--- src/rtl/div_if.sv ---
// div_if: EX-stage divide request/response bundle between the pipeline (master) and div_unit (slave).
interface div_if;
   logic        start;
   logic        signed_op;
   logic [31:0] dividend;
   logic [31:0] divisor;
   logic        annul;
   logic [31:0] result_hi;
   logic [31:0] result_lo;
   logic        ready;
   logic        stall_req;
   modport master (output start, signed_op, dividend, divisor, annul,
                   input result_hi, result_lo, ready, stall_req);
   modport slave  (input start, signed_op, dividend, divisor, annul,
                   output result_hi, result_lo, ready, stall_req);
endinterface

--- src/rtl/div_unit.sv ---
// div_unit: 32-bit signed/unsigned restoring radix-2 divider, one quotient bit per cycle.
// DIV_ZERO_SHORTCUT_EN: a zero divisor skips the iterations and completes one cycle after start.
module div_unit (
   input logic   clk,
   input logic   rst,
   div_if.slave  bus
);
`ifdef DIV_ZERO_SHORTCUT_EN
   localparam bit SHORTCUT = 1'b1;
`else
   localparam bit SHORTCUT = 1'b0;
`endif
   typedef enum logic [1:0] {IDLE, BUSY, DONE} state_t;
   state_t      state, state_n;
   logic [4:0]  cnt;
   logic [63:0] acc, acc_n;
   logic [32:0] diff;
   logic [31:0] dvs, a_mag, b_mag, hi, lo;
   logic        neg_q, neg_r, rdy, zero_div, accept;
   assign zero_div = bus.divisor == 32'd0;
   assign accept   = state == IDLE && bus.start && !bus.annul;
   assign a_mag    = (bus.signed_op & bus.dividend[31]) ? -bus.dividend : bus.dividend;
   assign b_mag    = (bus.signed_op & bus.divisor[31]) ? -bus.divisor : bus.divisor;
   // acc holds {remainder, quotient}; the trial subtract uses the 33 bits above the shift point
   assign diff  = acc[63:31] - {1'b0, dvs};
   assign acc_n = diff[32] ? {acc[62:0], 1'b0} : {diff[31:0], acc[30:0], 1'b1};
   always_ff @(posedge clk or posedge rst)
      if (rst) state <= IDLE;
      else state <= state_n;
   always_comb begin
      state_n = state;
      if (bus.annul) state_n = IDLE;
      else if (state == IDLE && bus.start) state_n = (SHORTCUT && zero_div) ? DONE : BUSY;
      else if (state == BUSY && cnt == 5'd31) state_n = DONE;
      else if (state == DONE) state_n = IDLE;
   end
   always_ff @(posedge clk or posedge rst)
      if (rst) begin
         cnt   <= '0;
         acc   <= '0;
         dvs   <= '0;
         neg_q <= 1'b0;
         neg_r <= 1'b0;
         hi    <= '0;
         lo    <= '0;
         rdy   <= 1'b0;
      end else begin
         rdy <= state_n == DONE;
         if (accept) begin
            cnt   <= '0;
            acc   <= {32'd0, a_mag};
            dvs   <= b_mag;
            // divide by zero yields an all-ones quotient, so suppress its negation
            neg_q <= bus.signed_op & (bus.dividend[31] ^ bus.divisor[31]) & ~zero_div;
            neg_r <= bus.signed_op & bus.dividend[31];
         end
         if (state == BUSY) begin
            cnt <= cnt + 5'd1;
            acc <= acc_n;
         end
         if (state == BUSY && state_n == DONE) begin
            lo <= neg_q ? -acc_n[31:0] : acc_n[31:0];
            hi <= neg_r ? -acc_n[63:32] : acc_n[63:32];
         end
         if (state == IDLE && state_n == DONE) begin
            lo <= '1;
            hi <= bus.dividend;
         end
      end
   assign bus.result_hi = hi;
   assign bus.result_lo = lo;
   assign bus.ready     = rdy;
   assign bus.stall_req = bus.start & ~rdy;
endmodule
--- src/flat_wrapper.sv ---
// flat-port wrapper written by rule: the top's interface ports become plain ports
module div_unit_flat 
  (clk, rst, bus_start, bus_signed_op, bus_dividend, bus_divisor, bus_annul, bus_result_hi, bus_result_lo, bus_ready, bus_stall_req);
  div_if bus_i ();
  input logic clk;
  input logic rst;
  input wire logic [$bits(bus_i.start)-1:0] bus_start;
  input wire logic [$bits(bus_i.signed_op)-1:0] bus_signed_op;
  input wire logic [$bits(bus_i.dividend)-1:0] bus_dividend;
  input wire logic [$bits(bus_i.divisor)-1:0] bus_divisor;
  input wire logic [$bits(bus_i.annul)-1:0] bus_annul;
  output wire logic [$bits(bus_i.result_hi)-1:0] bus_result_hi;
  output wire logic [$bits(bus_i.result_lo)-1:0] bus_result_lo;
  output wire logic [$bits(bus_i.ready)-1:0] bus_ready;
  output wire logic [$bits(bus_i.stall_req)-1:0] bus_stall_req;
  assign bus_i.start = bus_start;
  assign bus_i.signed_op = bus_signed_op;
  assign bus_i.dividend = bus_dividend;
  assign bus_i.divisor = bus_divisor;
  assign bus_i.annul = bus_annul;
  assign bus_result_hi = bus_i.result_hi;
  assign bus_result_lo = bus_i.result_lo;
  assign bus_ready = bus_i.ready;
  assign bus_stall_req = bus_i.stall_req;
  div_unit u_core (.clk(clk), .rst(rst), .bus(bus_i));
endmodule
--- config.mk ---
export PLATFORM = sky130hd
export DESIGN_NAME = div_unit_flat
export DESIGN_NICKNAME = d
export VERILOG_FILES = /design/src/rtl/div_if.sv /design/src/rtl/div_unit.sv /design/src/flat_wrapper.sv
export SDC_FILE = /design/constraint.sdc
export NUM_CORES = 1
export LEC_CHECK = 0
export BUFFER_PORTS_ARGS = -buffer_cell sky130_fd_sc_hd__buf_2
export CELL_PAD_IN_SITES_DETAIL_PLACEMENT = 0
export CELL_PAD_IN_SITES_GLOBAL_PLACEMENT = 1
export CORE_ASPECT_RATIO = 0.5
export CORE_MARGIN = 4
export CORE_UTILIZATION = 46
export CTS_BUF_LIST = sky130_fd_sc_hd__clkbuf_2 sky130_fd_sc_hd__clkbuf_4 sky130_fd_sc_hd__clkbuf_8
export CTS_CLUSTER_DIAMETER = 60
export CTS_CLUSTER_SIZE = 20
export DETAILED_ROUTE_END_ITERATION = 8
export PLACE_DENSITY_LB_ADDON = 0.1
export SYNTH_ARGS = -nofsm -noshare
export SYNTH_HDL_FRONTEND = slang
export SYNTH_SLANG_ARGS = --single-unit
export TNS_END_PERCENT = 1
--- constraint.sdc ---
create_clock -name clk -period 5.9 [get_ports clk]
set_clock_uncertainty 0.05 [all_clocks]
set_input_delay 0.59 -clock clk [delete_from_list [all_inputs] [get_ports clk]]
set_output_delay 0.59 -clock clk [all_outputs]
set_load 0.02 [all_outputs]
==> summary.md <==
| Metric | Value |
|---|---|
| Final WL | `34640 um` |
| H-tree depth | `4` |
| Placement-stage cell area | `12980 um^2` |
| Final hold violation count | `0` |
| Worst-path fanout max | `13` |
| # nets final | `1645` |
| Crit path kind | `register to register` |
| CTS root buffer | `clkbuf_8` |
| Clk network pwr share | `12.1%` |
| Register bit total from synthesis | `170` |
| Total negative slack | `0 ps` |
| Buffers on Ports | `134` |
| Final Critical Period | `5433 ps` |
| Clock sink count | `170` |
| P_int | `3.656 mW` |
| Fraction of registers with async set/reset | `100.0%` |
| Post-Place Worst Slack | `473.7 ps` |
| Status | `finished clean` |
| Synth Area per Inst | `8.309 um^2` |
| Design Area, Final | `13410 um^2` |
| Antenna violations before repair | `3` |
| Synth Instances | `1460` |
| Die height | `122.8 um` |
| Critical Path AT | `5790 ps` |
| Worst-margin pin slew | `1180 ps` |
| First-pass GRT wire length | `56280 um` |
| RSZ-0062 raised after global routing | `false` |
| Hold Slack | `145.4 ps` |
| Max Clk Rate | `0.1841 GHz` |
| P_leak | `5.895 nW` |
| Row count | `41` |
| ANT nets after route | `0` |
| Final worst path period share | `92.09%` |
| DRT iter0 DRCs | `728` |
| Worst endpoint required time | `6250 ps` |
| Ports | `135` |
| Pin count of the biggest net entering global routing | `84` |
| Yosys warning total | `0` |
| Vias/cell | `5.822` |
| Post-cts gate resize count | `0` |
| Clock Pin Slew Worst Setup and Hold Paths | `110 ps` |
| Number of enable flip-flop cells after synthesis | `0` |
| NetSw | `3.954 mW` |
| Switching share of power | `51.96%` |
| DIE WIDTH | `237.7 um` |
| Rel. slew slack | `21.36%` |
| Setup ws final | `466.9 ps` |
| Max clock buf depth | `2` |
| VDD IR-drop max | `0.3333 mV` |
| Total CTS buffers | `17` |
| Starting Density | `47.49%` |
| Post-DP HPWL | `25930 um` |
| Skew-Pair Late Insertion Delay | `510 ps` |
| Netlist cell types | `102` |
| Post-CTS Hold Fix Bufs | `0` |
| Part of the power in registers | `22.5%` |
| Crit. End Element | `register` |
| Comb power frac | `65.4%` |
| Mapped Nets | `1568` |
| Total Power | `7.610 mW` |
| Routability Congestion | `0.8801` |
| P per Cell Area | `567.5 nW/um^2` |
| Ys flop type | `dfrtp_1` |
| DR pass1 iterations | `5` |
| Hold Path Class | `input pin to asynchronous set/reset pin` |
| CTS tree | `built` |
| Die area | `29190 um^2` |
| GRT Overall Usage | `24.14%` |
| Setup Viol. Count Final | `0` |
| Core area | `25550 um^2` |
| Syn-to-layout area delta | `10.54%` |
| DRC violations left | `0` |
| Sequential share of the synthesized area | `35.07%` |
| Share of layout cells above drive strength 1 | `14.97%` |
| Final Slew Violations | `0` |
| Vias | `11030` |
| Grt ovf | `0` |
| Startpoint types | `register` |
| Max_cap viols | `0` |
| Post-CTS Repair Setup Buffers | `0` |
| DR WL/cell | `18.28 um` |
| Vias in the first global route | `10590` |
| Area of the mapped netlist | `12130 um^2` |
metal layers:
layer,track usage [%],vias to the layer above,part of all wire [%]
li1,-,5392,-
met1,33.84,5383,48
met2,38.86,214,46
met3,4.468,40,4.2
met4,6.230,4,1.4
met5,0,-,0.061
layout make-up:
class / count / area [um^2]
well taps: 344 / 430.4
flip-flops and latches: 170 / 4254
repair buffers: 146 / 760.7
diodes: 1 / 2.502
multi-input cells: 1147 / 7322
fillers: 2527 / 12140
clock buffers: 18 / 247.7
clock inverters: 14 / 181.4
inverters: 55 / 211.5
state kept, by name, indices dropped and copies added (netlist names):
signal	cells
u_core.acc	64
u_core.bus.result_hi	32
u_core.bus.result_lo	32
u_core.dvs	32
u_core.cnt	5
u_core.state	2
u_core.bus.ready	1
u_core.neg_q	1
u_core.neg_r	1
stage by stage:
step	std cells	util, %
after floorplan	1460	-
after global placement	1862	50.80
after detailed placement	1862	50.80
after CTS	1894	52.48
after global routing	1895	52.49
final	1895	52.49
worst max-delay path, stage by stage (launching register included):
cell and delay (ps):
dfrtp_1 480, inv_1 70, ha_1 220, fa_1 450
nor2b_4 190, o31a_2 210, a21oi_4 90, o41ai_4 490
a31oi_4 280, xnor2_4 210, inv_2 190, nor2_1 70
a21oi_1 230, ha_1 250, nor3b_1 300, nand2_1 90
mux2i_1 230, a21oi_2 110, a2111oi_1 390, buf_4 200
nand2_1 70, o21ai_1 130, or3b_1 340
cells in the final DEF, fill, tap and decap left out, types with 5 or more instances in the layout:
cell type	n
nor2_1	74
or3_1	18
buf_4	12
nand2b_1	9
and3_1	6
o21ai_0	205
or4_1	8
clkbuf_8	18
inv_1	53
o31ai_1	24
dfrtp_1	170
nor4_1	16
and4_1	5
inv_6	5
nor3_1	45
buf_2	134
nand3_1	46
o41ai_1	5
a21oi_1	72
or2_2	6
a21o_1	12
xor2_1	61
and2_1	8
ha_1	38
a31oi_1	8
a211oi_1	6
o211ai_1	6
xnor2_1	73
nand2_1	193
a22oi_1	32
o21ai_1	18
nand4_1	15
nor2b_1	6
mux2i_1	22
mux2_2	8
final timing paths:
check	start	end	slack, ps	cells after the start
worst max-delay path	u_core.acc[31]	u_core.bus.result_hi[28]	470	22
worst min register to register	u_core.bus.result_hi[15]	u_core.bus.result_hi[15]	430	2
min in group clk	bus_annul	u_core.state[0]	230	2
max in group asynchronous	rst	u_core.cnt[4]	4200	3
worst max register to register	u_core.acc[31]	u_core.bus.result_hi[28]	470	22
worst min-delay path	rst	u_core.bus.result_lo[14]	150	2
logic make-up (layout without fill, tap and decap cells):
kind of cell               after synthesis  after routing  share of synthesized area, %
and+or+nand+nor                        482            482                         19.42
AOI/OAI and AO/OA                      460            460                         24.15
DFF                                    170            170                         35.07
buffers and inverters                  143            233                         4.796
xor gates and xnor gates               135            135                         9.808
adders and majority gates               39             39                         4.084
muxes                                   31             31                         2.671
other                                    0              1                             0
Yosys cell counts, types with 7 or more instances:
cell type,instances,area (um^2)
xor2_1,61,534.3
nand2_1,193,724.4
xnor2_1,73,639.4
clkbuf_1,65,244.0
o21ai_1,18,90.09
mux2i_1,22,220.2
mux2_2,8,90.09
or4_1,8,60.06
buf_2,11,55.05
nand3_1,46,230.2
and2_1,8,50.05
o21ai_0,205,1026
o31ai_1,24,180.2
nor3_1,45,225.2
nand4_1,15,93.84
a31oi_1,8,50.05
a21oi_1,72,360.4
nor4_1,16,100.1
nand2b_1,11,68.82
a21o_1,12,90.09
inv_1,54,202.7
dfrtp_1,170,4254
or3_1,18,112.6
nor2b_1,7,43.79
ha_1,38,475.5
nor2_1,75,281.5
a22oi_1,32,240.2
power groups by stage:
stage | logic [mW] | clock network, mW | registers [mW]
global placement | 4.88 | 0 | 1.72
detailed placement | 4.92 | 0 | 1.73
floorplan | 3.84 | 0 | 1.63
CTS | 4.94 | 0.949 | 1.71
global route | 5.50 | 0.997 | 1.75
finish | 4.98 | 0.920 | 1.71
Power figures use the tool's default switching activity.
